===== src/rtl/fft_pkg.sv =====
// Shared FFT datapath definitions: sample width, complex sample type and
// the delay-depth clamp used by the delay lines and the stage controller.
package fft_pkg;

  localparam int unsigned FFT_DATA_W = 19;

  typedef struct packed {
    logic [FFT_DATA_W-1:0] re;
    logic [FFT_DATA_W-1:0] im;
  } cplx_t;

  // A depth of zero is meaningless for a delay line, so it becomes 1.
  function automatic int unsigned clamp_depth(input int unsigned req,
                                              input int unsigned max_depth);
    if (req == 0)
      return 1;
    if (req > max_depth)
      return max_depth;
    return req;
  endfunction

endpackage


===== src/rtl/sdf_dl_mem.sv =====
// Register array for the SDF delay line: one synchronous write port and
// one asynchronous read port, kept separate so a RAM macro can replace it.
module sdf_dl_mem #(
  parameter int unsigned WIDTH = 38,
  parameter int unsigned DEPTH = 16,
  parameter int unsigned AW    = $clog2(DEPTH)
) (
  input  logic             clk,
  input  logic             wen,
  input  logic [AW-1:0]    waddr,
  input  logic [WIDTH-1:0] wdata,
  input  logic [AW-1:0]    raddr,
  output logic [WIDTH-1:0] rdata
);

  logic [WIDTH-1:0] mem [DEPTH];

  always_ff @(posedge clk) begin
    if (wen)
      mem[waddr] <= wdata;
  end

  // Read-before-write: the read sees pre-edge contents even when raddr == waddr.
  assign rdata = mem[raddr];

endmodule


===== src/rtl/sdf_delay_line.sv =====
// Runtime-programmable complex delay line for SDF FFT stages: circular
// buffer with a fill tracker that gates the output to zero until primed.
module sdf_delay_line
  import fft_pkg::*;
#(
  parameter int unsigned DATA_W    = FFT_DATA_W,
  parameter int unsigned MAX_DEPTH = 16,
  parameter int unsigned PTR_W     = $clog2(MAX_DEPTH),
  parameter int unsigned DEPTH_W   = $clog2(MAX_DEPTH + 1)
) (
  input  logic               clk,
  input  logic               rst,
  input  logic               en,
  input  logic               cfg_ld,
  input  logic [DEPTH_W-1:0] cfg_depth,
  input  logic [DATA_W-1:0]  in_r,
  input  logic [DATA_W-1:0]  in_i,
  output logic [DATA_W-1:0]  out_r,
  output logic [DATA_W-1:0]  out_i,
  output logic               out_vld,
  output logic [DEPTH_W-1:0] fill
);

  logic [PTR_W-1:0]    wptr;
  logic [DEPTH_W-1:0]  fill_cnt;
  logic [DEPTH_W-1:0]  depth_reg;
  logic [PTR_W-1:0]    waddr;
  logic [PTR_W-1:0]    raddr;
  logic                wen;
  logic [2*DATA_W-1:0] rdata;

  always_ff @(posedge clk) begin
    if (rst) begin
      wptr      <= '0;
      fill_cnt  <= '0;
      depth_reg <= DEPTH_W'(MAX_DEPTH);
    end else if (cfg_ld) begin
      depth_reg <= DEPTH_W'(clamp_depth(32'(cfg_depth), MAX_DEPTH));
      // A sample accepted on the flush edge is slot 0 of the new configuration.
      if (en) begin
        wptr     <= PTR_W'(1);
        fill_cnt <= DEPTH_W'(1);
      end else begin
        wptr     <= '0;
        fill_cnt <= '0;
      end
    end else if (en) begin
      wptr <= wptr + PTR_W'(1);
      if (fill_cnt != DEPTH_W'(MAX_DEPTH))
        fill_cnt <= fill_cnt + DEPTH_W'(1);
    end
  end

  assign wen   = en & ~rst;
  assign waddr = cfg_ld ? '0 : wptr;
  // MAX_DEPTH is a power of two, so the PTR_W-bit wrap is the modulo.
  assign raddr = wptr - PTR_W'(depth_reg);

  sdf_dl_mem #(
    .WIDTH (2 * DATA_W),
    .DEPTH (MAX_DEPTH),
    .AW    (PTR_W)
  ) u_mem (
    .clk   (clk),
    .wen   (wen),
    .waddr (waddr),
    .wdata ({in_r, in_i}),
    .raddr (raddr),
    .rdata (rdata)
  );

  always_comb begin
    out_vld = (fill_cnt >= depth_reg);
    out_r   = '0;
    out_i   = '0;
    if (out_vld) begin
      out_r = rdata[2*DATA_W-1:DATA_W];
      out_i = rdata[DATA_W-1:0];
    end
  end

  assign fill = fill_cnt;

endmodule


===== config.mk =====
export PLATFORM = sky130hd
export DESIGN_NAME = sdf_delay_line
export DESIGN_NICKNAME = d
export VERILOG_FILES = /design/src/rtl/fft_pkg.sv /design/src/rtl/sdf_dl_mem.sv /design/src/rtl/sdf_delay_line.sv
export SDC_FILE = /design/constraint.sdc
export NUM_CORES = 1
export LEC_CHECK = 0
export CAP_MARGIN = 10
export CORE_ASPECT_RATIO = 1.1
export CORE_MARGIN = 1
export CORE_UTILIZATION = 55
export DETAILED_ROUTE_END_ITERATION = 8
export PLACE_DENSITY = 0.74
export SLEW_MARGIN = 40
export SYNTH_ARGS = -nofsm -noshare
export SYNTH_HDL_FRONTEND = slang
export SYNTH_SLANG_ARGS = --single-unit

===== constraint.sdc =====
create_clock -name clk -period 4.46 [get_ports clk]
set_input_delay 0.446 -clock clk [delete_from_list [all_inputs] [get_ports clk]]
set_output_delay 0.446 -clock clk [all_outputs]
set_load 0.01 [all_outputs]

## After elaboration in Yosys (flattened, before gate mapping)

Memory sizes are Yosys's and may differ from the RTL's.
Index checks and enable logic that the tools add are counted.

- Reduce and logical (&&, ||, !) cells: 4
- Bitwise logic cells: 2
- Add/subtract/negate cells: 3
- Magnitude comparators: 2
- Multiplexer cells: 23
- Eq/ne operators: 1

Operator list:

| kind | count |
|---|---|
| 19-bit 2-to-1 mux | 2 |
| 5-bit 2-to-1 mux | 6 |
| 1-bit 2-to-1 mux | 12 |
| 4-bit 2-to-1 mux | 3 |
| 5-bit by 1-bit adder with 5-bit output (second input constant) | 1 |
| 5-bit >= comparator | 1 |
| 5-bit > comparator (second input constant) | 1 |
| 5-bit logical NOT | 1 |
| 5-bit != test (second input constant) | 1 |
| 4-bit by 1-bit adder with 4-bit output (second input constant) | 1 |
| 2-bit nonzero test | 2 |
| 4-bit subtractor | 1 |
| 2-bit AND reduction | 1 |
| 1-bit AND | 1 |
| 1-bit NOT | 1 |

- Bits of input ports: 47
- Word-level logic and storage cells: 39
- Memories: 1
- Flip-flop bits (word level): 14
- Output and inout port bits: 44
- Memory bits (writable): 608

Memories:

| memory | depth | width | read ports | clocked after Yosys merged registers in | write ports | RTL line | text |
|---|---|---|---|---|---|---|---|
| u_mem.mem | 16 | 38 | 1 | 0 | 1 | sdf_dl_mem.sv:16 | `logic [WIDTH-1:0] mem [DEPTH];` |

## Depth between registers and ports, before layout

Gate-level depths: netlist (run 1).

- Word-level depth: 9
- Mapped depth: 11
- Gate-level depth less buffers: 9

## Cells and area by module

Synthesis (run 1) repeated with hierarchy kept, for this count alone.

- Cells, all modules: 1232
- Area total of the unflattened synthesis: 24706.2 µm²

By module, submodules not included:

| module | cells an instance | times used | area an instance (µm²) |
|---|---|---|---|
| sdf_dl_mem | 951 | 1 | 22809.4 |
| sdf_delay_line | 281 | 1 | 1896.8 |

## Least setup slack after synthesis (run 1)

No wires, ideal clock.

- Path type: input -> register
- Start: input port cfg_ld
- End: memory u_mem.mem[4][0] (enable)
- Library setup time: 433 ps
- Data required time: 4027 ps
- Stages: 4
- Setup slack: 1315 ps
- Arrival: 2712 ps
- Cells stage by stage: clkbuf_1 clkbuf_1 nor2_1 nor2_1

- Longest elaborated chain between the ends: 1

RTL lines:

| element | RTL line | text |
|---|---|---|
| from (decl) | sdf_delay_line.sv:14 | `input logic cfg_ld,` |
| 4-bit 2-to-1 mux | sdf_delay_line.sv:55 | `assign waddr = cfg_ld ? '0 : wptr;` |
| to (decl) | sdf_dl_mem.sv:16 |  |

Every way passes these cells.

## Final worst setup path (run 1)

- Start: register wptr[0]
- End: output port out_i[10]

- Longest elaborated chain between the ends: 3

RTL lines:

| element | RTL line | text |
|---|---|---|
| from (decl) | sdf_delay_line.sv:24 | `logic [PTR_W-1:0] wptr;` |
| from (signal assigned) | sdf_delay_line.sv:48 | `wptr <= wptr + PTR_W'(1);` |
| 4-bit subtractor | sdf_delay_line.sv:57 | `assign raddr = wptr - PTR_W'(depth_reg);` |
| memory read 16 x 38 bit | -- |  |
| 19-bit 2-to-1 mux | sdf_delay_line.sv:76 | `if (out_vld) begin` |
| to (decl) | sdf_delay_line.sv:19 | `output logic [DATA_W-1:0] out_i,` |

Every way passes these cells.

==> flow_metrics.py, run 1 <==
metrics = {
    "yosys": {
        "netlist_instances": 1380,
        "syn_nets": 1439,
        "ys_warn_count": 0,
        "synth.ff_latch_count": 622,
        "ys_seq_area_share_pct": 75.5,
        "synthesis.area_mm2": 0.0245,
        "yosys_most_used_dff": "edfxtp_1",
        "synth.distinct_cells": 37,
        "synth-edff-count": 608,
        "synthArstFlopShare_pct": 0,
        "syn_avg_cell_area_um2": 17.8,
    },
    "worst_hold_path": {
        "hold_class": "in2reg",
    },
    "grt": {
        "grt_start_max_net_pins": 76,
        "overflow": 0,
        "grt_pass1_vias": 13100,
        "grt_use_total_pct": 23.3,
        "antenna_found_initial": 4,
        "grt_pass1_wl_mm": 78.4,
    },
    "clocking": {
        "cts_buffers": 58,
        "cts_sinks": 622,
        "cts_tree": "built",
        "clkSlewWorstSetupHoldPaths_ns": 0.06,
        "ctsHoldBuffers": 0,
        "insertion_delay_ns": 0.61,
        "root_buffer": "clkbuf_16",
        "htree_levels": 2,
        "clk_path_buf_depth": 3,
    },
    "timing": {
        "post-route-period-util_pct": 96.8,
        "slew_viol_final": 0,
        "fmaxAchievable_mhz": 232,
        "setup_viol": 0,
        "fin_tns_setup_ns": 0,
        "slew-limit-headroom_pct": 44.7,
        "period_needed_ns": 4.32,
        "skew_ns": 0.0133,
        "worst_slew_pin_slew_ns": 0.830,
        "timing.final.hold_violations": 0,
    },
    "detailed_routing": {
        "met3_wirelength_mm": 3.94,
        "wl_met1_mm": 21.9,
        "dr_wl_met2_mm": 26.6,
        "wl_mm": 53.7,
        "via_per_inst": 6.06,
        "ant_nets": 0,
        "highest_layer": "met5",
        "vias": 12900,
        "drc": 0,
        "routedWlPerCell_um": 25.2,
        "drt_pass1_iterations": 5,
        "drt_iter0_drc": 1199,
    },
    "place": {
        "numPlacedInstances": 2003,
        "routabilityCongestion": 0.763,
        "port_buffers": 90,
        "dpl_cell_area_mm2": 0.0263,
        "hpwl_mm": 25.9,
    },
    "floorplanning": {
        "start_util_pct": 56.1,
        "die_w_um": 203,
        "ioPinCount": 91,
        "rows": 80,
        "die_area_mm2": 0.0455,
        "coreArea_mm2": 0.0437,
        "die_y_um": 224,
    },
    "critical_path": {
        "end_kind": "output port",
        "cp_common_cell": "inv_1",
        "cp-start-kind": "register",
        "critPathMaxFanout": 17,
        "cp_slowest_cell": "fa_4",
        "crit_type": "reg2out",
        "crit_chain": "inv_1, ha_1, inv_1, fa_4, buf_4, buf_16, mux2i_1, a22oi_1, nand2_1, o22ai_1, clkdlybuf4s50_1",
        "max_stage_delay_ns": 0.91,
        "worst_path_dominant_cell_family": "buffers and inverters",
        "crit_arrival_ns": 3.87,
        "critPathBufInv": 5,
        "reg2reg_setup_slack_ns": 2.27,
        "worstPathRequired_ns": 4.01,
    },
    "power_and_ir_drop": {
        "pwr-share-comb_pct": 9.0,
        "ir_drop_v": 0.000282,
        "p_sw_mw": 2.73,
        "seqPwrFrac_pct": 51.2,
        "pwr-share-clk_pct": 39.7,
        "powerDensity_mw_per_mm2": 441,
        "p_leak_nw": 9.26,
        "netSwitchingFraction_pct": 21.7,
        "p_int_mw": 9.87,
    },
    "finish": {
        "drive_above_1_share_pct": 11.9,
        "nets": 1564,
        "largest_register_ffs": 608,
        "syn_to_final_growth_pct": 16.3,
        "final_util_pct": 65.3,
        "fin_area_mm2": 0.0285,
        "fin_cells": 2127,
        "fillCellCount": 2819,
    },
    "outcome": {
        "status": "complete, no violations",
    },
    "flow_run": {
        "cap_violations": 0,
    },
}
-- what timing repair did --
action / in CTS / in global routing
gates cloned: 2 / 6
gates resized for setup: 5 / 12
buffers inserted: 0 / 8
pin swaps: 1 / 2
setup endpoints to repair: 4 / 30
-- power groups by stage --
| stage | clock network [mW] | registers (mW) | logic (mW) |
|---|---|---|---|
| after floorplan | 0 | 6.57 | 0.702 |
| after global placement | 0 | 6.57 | 1.04 |
| after detailed placement | 0 | 6.57 | 1.06 |
| after CTS | 5.06 | 6.45 | 1.08 |
| after global routing | 5.27 | 6.45 | 1.22 |
| final | 5.00 | 6.45 | 1.14 |
-- cell families (layout without fill, tap and decap cells) --
kind of cell	Yosys count	after routing	synth area share, %
AO/OA/AOI/OAI	206	206	6.51
XOR/XNOR	9	9	0.352
adder cells (fa/ha/maj)	12	12	0.642
buffers and inverters	87	256	2.04
flip-flops	622	622	75.5
multiplexers	304	304	12.5
other	0	1	0
AND/OR/NAND/NOR	140	143	2.42
-- worst min-delay path: cells and delay by family --
family,cells,cell delay [ns]
AO/OA/AOI/OAI,1,0.07
buffers and inverters,1,0.48
AND/OR/NAND/NOR,1,0.08
-- layer usage --
layer / vias up / GRT usage, %
li1: 5753 / -
met1: 6541 / 31.7
met3: 90 / 3.78
met2: 504 / 38.8
met4: 6 / 7.37
met5: - / 0
-- cells in the mapped netlist (all sizes together) (2+ instances only) --
cell / number / share of area (%)
clkbuf: 13 / 0.20
nor2: 32 / 0.49
nand4b: 3 / 0.11
mux4: 2 / 0.18
xnor2: 5 / 0.21
dfxtp: 14 / 1.1
o21ai: 3 / 0.061
mux2i: 302 / 12
nand2b: 4 / 0.10
xor2: 4 / 0.14
nand3: 2 / 0.041
a21oi: 6 / 0.12
a31oi: 2 / 0.051
a21o: 2 / 0.061
o22ai: 40 / 1.5
ha: 11 / 0.56
inv: 8 / 0.12
nand4: 2 / 0.051
nor2b: 7 / 0.18
buf: 66 / 1.7
a22oi: 150 / 4.6
nand2: 85 / 1.3
edfxtp: 608 / 74
-- cells in the final DEF, fill, tap and decap left out, types with 3 or more instances in the layout --
master and instances:
edfxtp_1 608, mux2i_1 302, a22oi_1 150, nand2_1 84, clkdlybuf4s50_1 84, clkbuf_16 66
buf_4 31, o22ai_2 22, o22ai_1 18, nor2_4 18, nor2_1 15, clkinv_1 14
dfxtp_1 14, ha_1 11, clkbuf_1 11, clkinv_2 10, buf_12 9, inv_1 8
bufinv_16 8, a21oi_1 6, dlymetal6s2s_1 6, nor2b_1 5, buf_16 5, xor2_1 4
xnor2_1 4, nand4b_1 3, nand2b_1 3, nor2b_4 3
-- layout make-up --
type	count	area [µm²]	area share, %
Sequential cell	622	18500	64.9
Multi-Input combinational cell	674	5720	20.0
Timing Repair Buffer	141	1610	5.63
Clock buffer	72	1570	5.49
Tap cell	574	718	2.52
Clock inverter	35	368	1.29
Inverter	8	30.0	0.105
Antenna cell	1	2.50	0.00877
-- metrics by stage --
stage | setup WS, ns | hold WS, ns | total power [mW]
final | 0.144 | 0.509 | 12.6
after CTS | -0.00757 | 0.491 | 12.6
after global placement | 0.611 | 0.488 | 7.61
after floorplan | 1.31 | 0.470 | 7.28
after global routing | -0.0145 | 0.533 | 12.9
after detailed placement | 0.602 | 0.506 | 7.63
-- worst paths after layout --
check | from | endpoint | cells after the start
worst max-delay path | wptr[0] | out_i[10] | 11
worst min-delay path | cfg_depth[1] | depth_reg[1] | 3
worst max register to register | wptr[0] | u_mem.mem[5][29] | 4
worst min register to register | depth_reg[0] | depth_reg[0] | 2
(Power assumes the default switching activity.)
==> run 2, diff against run 1 <==
--- a/config.mk
+++ b/config.mk
@@ -6,11 +6,11 @@
 export NUM_CORES = 1
 export LEC_CHECK = 0
 export CAP_MARGIN = 10
-export CORE_ASPECT_RATIO = 1.1
+export CORE_ASPECT_RATIO = 2
 export CORE_MARGIN = 1
-export CORE_UTILIZATION = 55
+export CORE_UTILIZATION = 65
 export DETAILED_ROUTE_END_ITERATION = 8
-export PLACE_DENSITY = 0.74
+export PLACE_DENSITY = 0.85
 export SLEW_MARGIN = 40
 export SYNTH_ARGS = -nofsm -noshare
 export SYNTH_HDL_FRONTEND = slang
==> run 2 against run 1 <==
The run now ends with negative setup slack left. Non-clock buffer count grew 6. Sequential cell count is the same. Count of clock-buffer cells in the layout shrank 17. Core utilization grew 10 points. Combinational power is essentially flat. Via count grew 4.5%. Clock power shrank 16%. Final cell count shrank 6.4%. Critical path depth shrank 3. Worst setup slack lost 0.16 ns. Die area shrank 15%. Register-to-register slack lost 0.29 ns. Highest routed layer is now met4.
==> flow_metrics.py, run 2 (same netlist as run 1, synthesis figures left out) <==
metrics = {
    "outcome": {
        "status": "finished with violations",
        "violations": "negative setup slack",
    },
    "critical_path": {
        "critPathMaxFanout": 22,
        "crit_type": "reg2out",
        "cp-start-kind": "register",
        "max_stage_delay_ns": 0.64,
        "critPathBufInv": 2,
        "crit_chain": "ha_1, a21o_1, a31oi_1, xnor2_1, nand2_2, buf_12, o22ai_1, clkdlybuf4s50_1",
        "end_kind": "output port",
        "worstPathRequired_ns": 4.01,
        "crit_arrival_ns": 4.03,
        "cp_slowest_cell": "clkdlybuf4s50_1",
        "worst_path_dominant_cell_family": "buffers and inverters",
    },
    "floorplanning": {
        "coreArea_mm2": 0.0372,
        "die_area_mm2": 0.0386,
        "die_w_um": 139,
        "rows": 100,
        "ioPinCount": 91,
        "die_y_um": 277,
        "start_util_pct": 66.0,
    },
    "power_and_ir_drop": {
        "fin_total_pwr_mw": 11.8,
        "ir_drop_v": 0.000359,
        "powerDensity_mw_per_mm2": 421,
        "p_leak_nw": 9.08,
    },
    "flow_run": {
        "cap_violations": 0,
    },
    "grt": {
        "grt_use_total_pct": 30.6,
        "grt_pass1_wl_mm": 85.7,
        "grt_start_max_net_pins": 43,
        "antenna_found_initial": 2,
        "overflow": 0,
        "grt_pass1_vias": 14500,
    },
    "clocking": {
        "insertion_delay_ns": 0.58,
        "root_buffer": "clkbuf_16",
        "cts_buffers": 48,
        "clkSlewWorstSetupHoldPaths_ns": 0.07,
        "clk_path_buf_depth": 3,
        "ctsHoldBuffers": 0,
        "cts_sinks": 622,
        "htree_levels": 2,
        "cts_tree": "built",
    },
    "timing": {
        "slew_viol_final": 0,
        "slew-limit-headroom_pct": 41.9,
        "fmaxAchievable_mhz": 223,
        "post-route-period-util_pct": 100,
        "worst_slew_pin_slew_ns": 0.872,
        "setup_ws_ns": -0.0178,
        "rsz0062_at_grt": "true",
        "timing.final.hold_violations": 0,
        "period_needed_ns": 4.48,
        "setup_viol": 1,
        "skew_ns": 0.0208,
    },
    "finish": {
        "fin_cells": 1991,
        "largest_register_ffs": 608,
        "fillCellCount": 1919,
        "drive_above_1_share_pct": 11.5,
        "nets": 1557,
        "fin_area_mm2": 0.0281,
        "syn_to_final_growth_pct": 14.4,
        "final_common_cell": "edfxtp_1",
        "final_util_pct": 75.6,
        "layout_common_cells": "608 x edfxtp_1, 302 x mux2i_1, 148 x a22oi_1, 85 x clkdlybuf4s50_1, 84 x nand2_1",
    },
    "detailed_routing": {
        "drt_pass1_iterations": 6,
        "wl_mm": 57.9,
        "vias": 13500,
        "drt_iter0_drc": 1734,
        "ant_nets": 0,
        "routedWlPerCell_um": 29.1,
        "drc": 0,
        "via_per_inst": 6.77,
    },
    "place": {
        "routabilityCongestion": 0.837,
        "dpl_cell_area_mm2": 0.0265,
        "pre_cts_ws_ns": 0.570,
        "port_buffers": 90,
        "numPlacedInstances": 1903,
        "hpwl_mm": 30.8,
    },
    "worst_hold_path": {
        "hold_class": "reg2reg",
    },
}
## run 2: worst paths after layout
check,startpoint,end,slack [ns],cells past startpoint
hold reg to reg,depth_reg[4],depth_reg[4],0.51,2
setup / recovery,wptr[2],out_i[14],-0.02,8
setup reg to reg,wptr[2],u_mem.mem[13][35],1.98,3
hold / removal,depth_reg[4],depth_reg[4],0.51,2
## run 2: cell type report
cell class                 instances  area (µm²)  share of cell area [%]
sequential                       622       18500                    66.0
multi-input combinational        671        5680                    20.2
timing repair buffer             147        1740                    6.21
clock buffer                      55        1270                    4.52
tap                              459         574                    2.04
clock inverter                    27         241                   0.860
inverter                           8        30.0                   0.107
antenna                            2        5.00                  0.0178
## run 2: worst reg2reg max path: stages (launching register included)
cell     delay (ns)
dfxtp_1        0.51
nand4_1        0.54
nor2_4         0.76
buf_12         0.30
## run 2: power by group
| part | leakage (nW) | switching [mW] | internal, mW | total, mW |
|---|---|---|---|---|
| Sequential | 5.59 | 0.0106 | 6.44 | 6.45 |
| Clock | 0.756 | 1.94 | 2.27 | 4.21 |
| Combinational | 2.73 | 0.680 | 0.487 | 1.17 |
| Total | 9.08 | 2.63 | 9.19 | 11.8 |
## run 2: what timing repair did
| item | CTS | global route |
|---|---|---|
| gates cloned | 0 | 1 |
| setup buffers | 3 | 0 |
| gates resized for setup | 1 | 9 |
| pin swaps | 1 | 0 |
| setup endpoints to repair | 18 | 14 |
## run 2: routing by layer
layer	global-route usage, %	share of wire [%]	vias to the layer above
met1	36.2	34	6758
met3	4.70	8.0	191
met2	53.6	54	816
li1	-	-	5715
met5	0	0	-
met4	16.6	4.6	0
## run 2: metrics by stage
stage	hold slack, ns	setup TNS [ns]
after detailed placement	0.509	0
after floorplan	0.470	0
after CTS	0.494	0
after global routing	0.520	-0.174
final	0.514	-0.0178
after global placement	0.492	0
==> run 3, diff against run 2 <==
--- a/config.mk
+++ b/config.mk
@@ -10,7 +10,7 @@
 export CORE_MARGIN = 1
 export CORE_UTILIZATION = 65
 export DETAILED_ROUTE_END_ITERATION = 8
-export PLACE_DENSITY = 0.85
+export PLACE_DENSITY_LB_ADDON = 0.3
 export SLEW_MARGIN = 40
 export SYNTH_ARGS = -nofsm -noshare
 export SYNTH_HDL_FRONTEND = slang
==> run 3 against run 2 <==
The run now ends clean. Via count shrank 3.3%. Final cell count down 0.20%. Critical path depth is 3 higher. Non-clock buffer count is 14 lower. Final area is 0.43% lower. Largest power group unchanged. Sequential share of layout area increased by 0.28 points. Sequential power about the same. Register-to-register slack gained 0.08 ns. Highest routed layer is now met5.
==> flow_metrics.py, run 3 (same netlist as run 1, synthesis figures left out) <==
metrics = {
    "outcome": {
        "status": "complete, no violations",
    },
    "floorplanning": {
        "die_area_mm2": 0.0386,
        "start_util_pct": 66.0,
        "die_w_um": 139,
        "die_y_um": 277,
        "coreArea_mm2": 0.0372,
        "ioPinCount": 91,
        "rows": 100,
    },
    "flow_run": {
        "cap_violations": 0,
    },
    "clocking": {
        "cts_resized": 0,
        "ctsHoldBuffers": 0,
        "htree_levels": 2,
        "post_cts_buffers": 0,
        "cts_tree": "built",
        "cts_buffers": 49,
        "insertion_delay_ns": 0.57,
        "clkSlewWorstSetupHoldPaths_ns": 0.07,
        "clk_path_buf_depth": 3,
        "cts_sinks": 622,
        "root_buffer": "clkbuf_16",
    },
    "timing": {
        "slew_viol_final": 0,
        "rsz0062_at_grt": "true",
        "timing.final.hold_violations": 0,
        "fmaxAchievable_mhz": 228,
        "post-route-period-util_pct": 98.4,
        "setup_viol": 0,
        "whs_ns": 0.504,
        "fin_tns_setup_ns": 0,
        "period_needed_ns": 4.39,
        "skew_ns": 0.0153,
        "slew-limit-headroom_pct": 41.7,
        "worst_slew_pin_slew_ns": 0.873,
    },
    "critical_path": {
        "timing.rr.end": "u_mem.mem[11][2]",
        "crit_type": "reg2out",
        "startpoint": "wptr[0]",
        "critPathMaxFanout": 21,
        "end_kind": "output port",
        "worstPathRequired_ns": 4.01,
        "crit_arrival_ns": 3.94,
        "reg2reg_setup_slack_ns": 2.06,
        "cp-start-kind": "register",
        "crit_end": "out_i[18]",
        "reg2reg_depth": 3,
        "r2r_start": "wptr[3]",
    },
    "grt": {
        "grt_pass1_vias": 13300,
        "grt_use_total_pct": 27.4,
        "grt_start_max_net_pins": 76,
        "antenna_found_initial": 3,
        "overflow": 0,
        "grt_pass1_wl_mm": 77.4,
    },
    "finish": {
        "final_common_cell": "edfxtp_1",
        "fin_area_mm2": 0.0280,
        "final_util_pct": 75.2,
        "syn_to_final_growth_pct": 13.9,
        "largest_register_ffs": 608,
        "layout_common_cells": "608 x edfxtp_1, 302 x mux2i_1, 150 x a22oi_1, 90 x clkdlybuf4s50_1, 84 x nand2_1",
        "nets": 1545,
        "fillCellCount": 2060,
        "drive_above_1_share_pct": 10.6,
    },
    "detailed_routing": {
        "drc": 0,
        "via_per_inst": 6.56,
        "routedWlPerCell_um": 26.4,
        "wl_mm": 52.4,
        "drt_iter0_drc": 953,
        "drt_pass1_iterations": 5,
        "vias": 13000,
        "ant_nets": 0,
    },
    "power_and_ir_drop": {
        "powerDensity_mw_per_mm2": 427,
        "p_leak_nw": 8.92,
        "ir_drop_v": 0.000385,
    },
    "place": {
        "port_buffers": 90,
        "hpwl_mm": 28.1,
        "dpl_cell_area_mm2": 0.0263,
        "routabilityCongestion": 0.752,
    },
    "worst_hold_path": {
        "hp-start": "depth_reg[0]",
        "hold_class": "reg2reg",
    },
}
-- run 3: where the power goes --
| part | internal, mW | switching, mW |
|---|---|---|
| clock network | 2.49 | 1.93 |
| logic | 0.444 | 0.636 |
| registers | 6.44 | 0.00966 |
| total | 9.37 | 2.57 |
-- run 3: how the worst min path moves through the flow --
stage	endpoint	slack, ns	cells past startpoint
after floorplan	depth_reg[4]	0.47	2
after global placement	depth_reg[4]	0.50	2
after detailed placement	depth_reg[0]	0.49	2
after CTS	depth_reg[0]	0.50	2
after global routing	depth_reg[4]	0.53	2
final	depth_reg[0]	0.50	2
-- run 3: final cells by class --
| type | count | area (µm²) | area share (%) |
|---|---|---|---|
| diodes | 2 | 5.00 | 0.0179 |
| clock buffers | 58 | 1300 | 4.66 |
| clock inverters | 33 | 335 | 1.20 |
| inverters | 8 | 30.0 | 0.107 |
| multi-input cells | 672 | 5680 | 20.3 |
| flip-flops and latches | 622 | 18500 | 66.3 |
| well taps | 459 | 574 | 2.05 |
| repair buffers | 133 | 1490 | 5.34 |
-- run 3: metal layers --
metal	up-vias	wire [µm]	global-route usage, %
li1	5708	-	-
met1	6603	19500	34.0
met2	594	27600	48.6
met3	132	3430	2.96
met4	2	1880	11.6
met5	-	12	0
-- run 3: worst max-delay path, cell delays in order (launching register included) --
cell	delay (ns)
dfxtp_1	0.35
inv_1	0.10
ha_1	0.15
inv_1	0.06
fa_4	0.87
buf_12	0.23
buf_4	0.25
mux2i_1	0.10
a22oi_1	0.22
nand2_1	0.09
o22ai_1	0.28
clkdlybuf4s50_1	0.63
-- run 3: stage by stage --
stage          power [mW]  std cells  setup slack, ns
6_report             11.9       1987           0.0701
3_5_place_dp         7.63       1893            0.688
2_1_floorplan        7.28       1380             1.31
5_1_grt              12.3       1987          -0.0424
3_3_place_gp         7.61       1893            0.743
4_1_cts              12.0       1984           0.0636
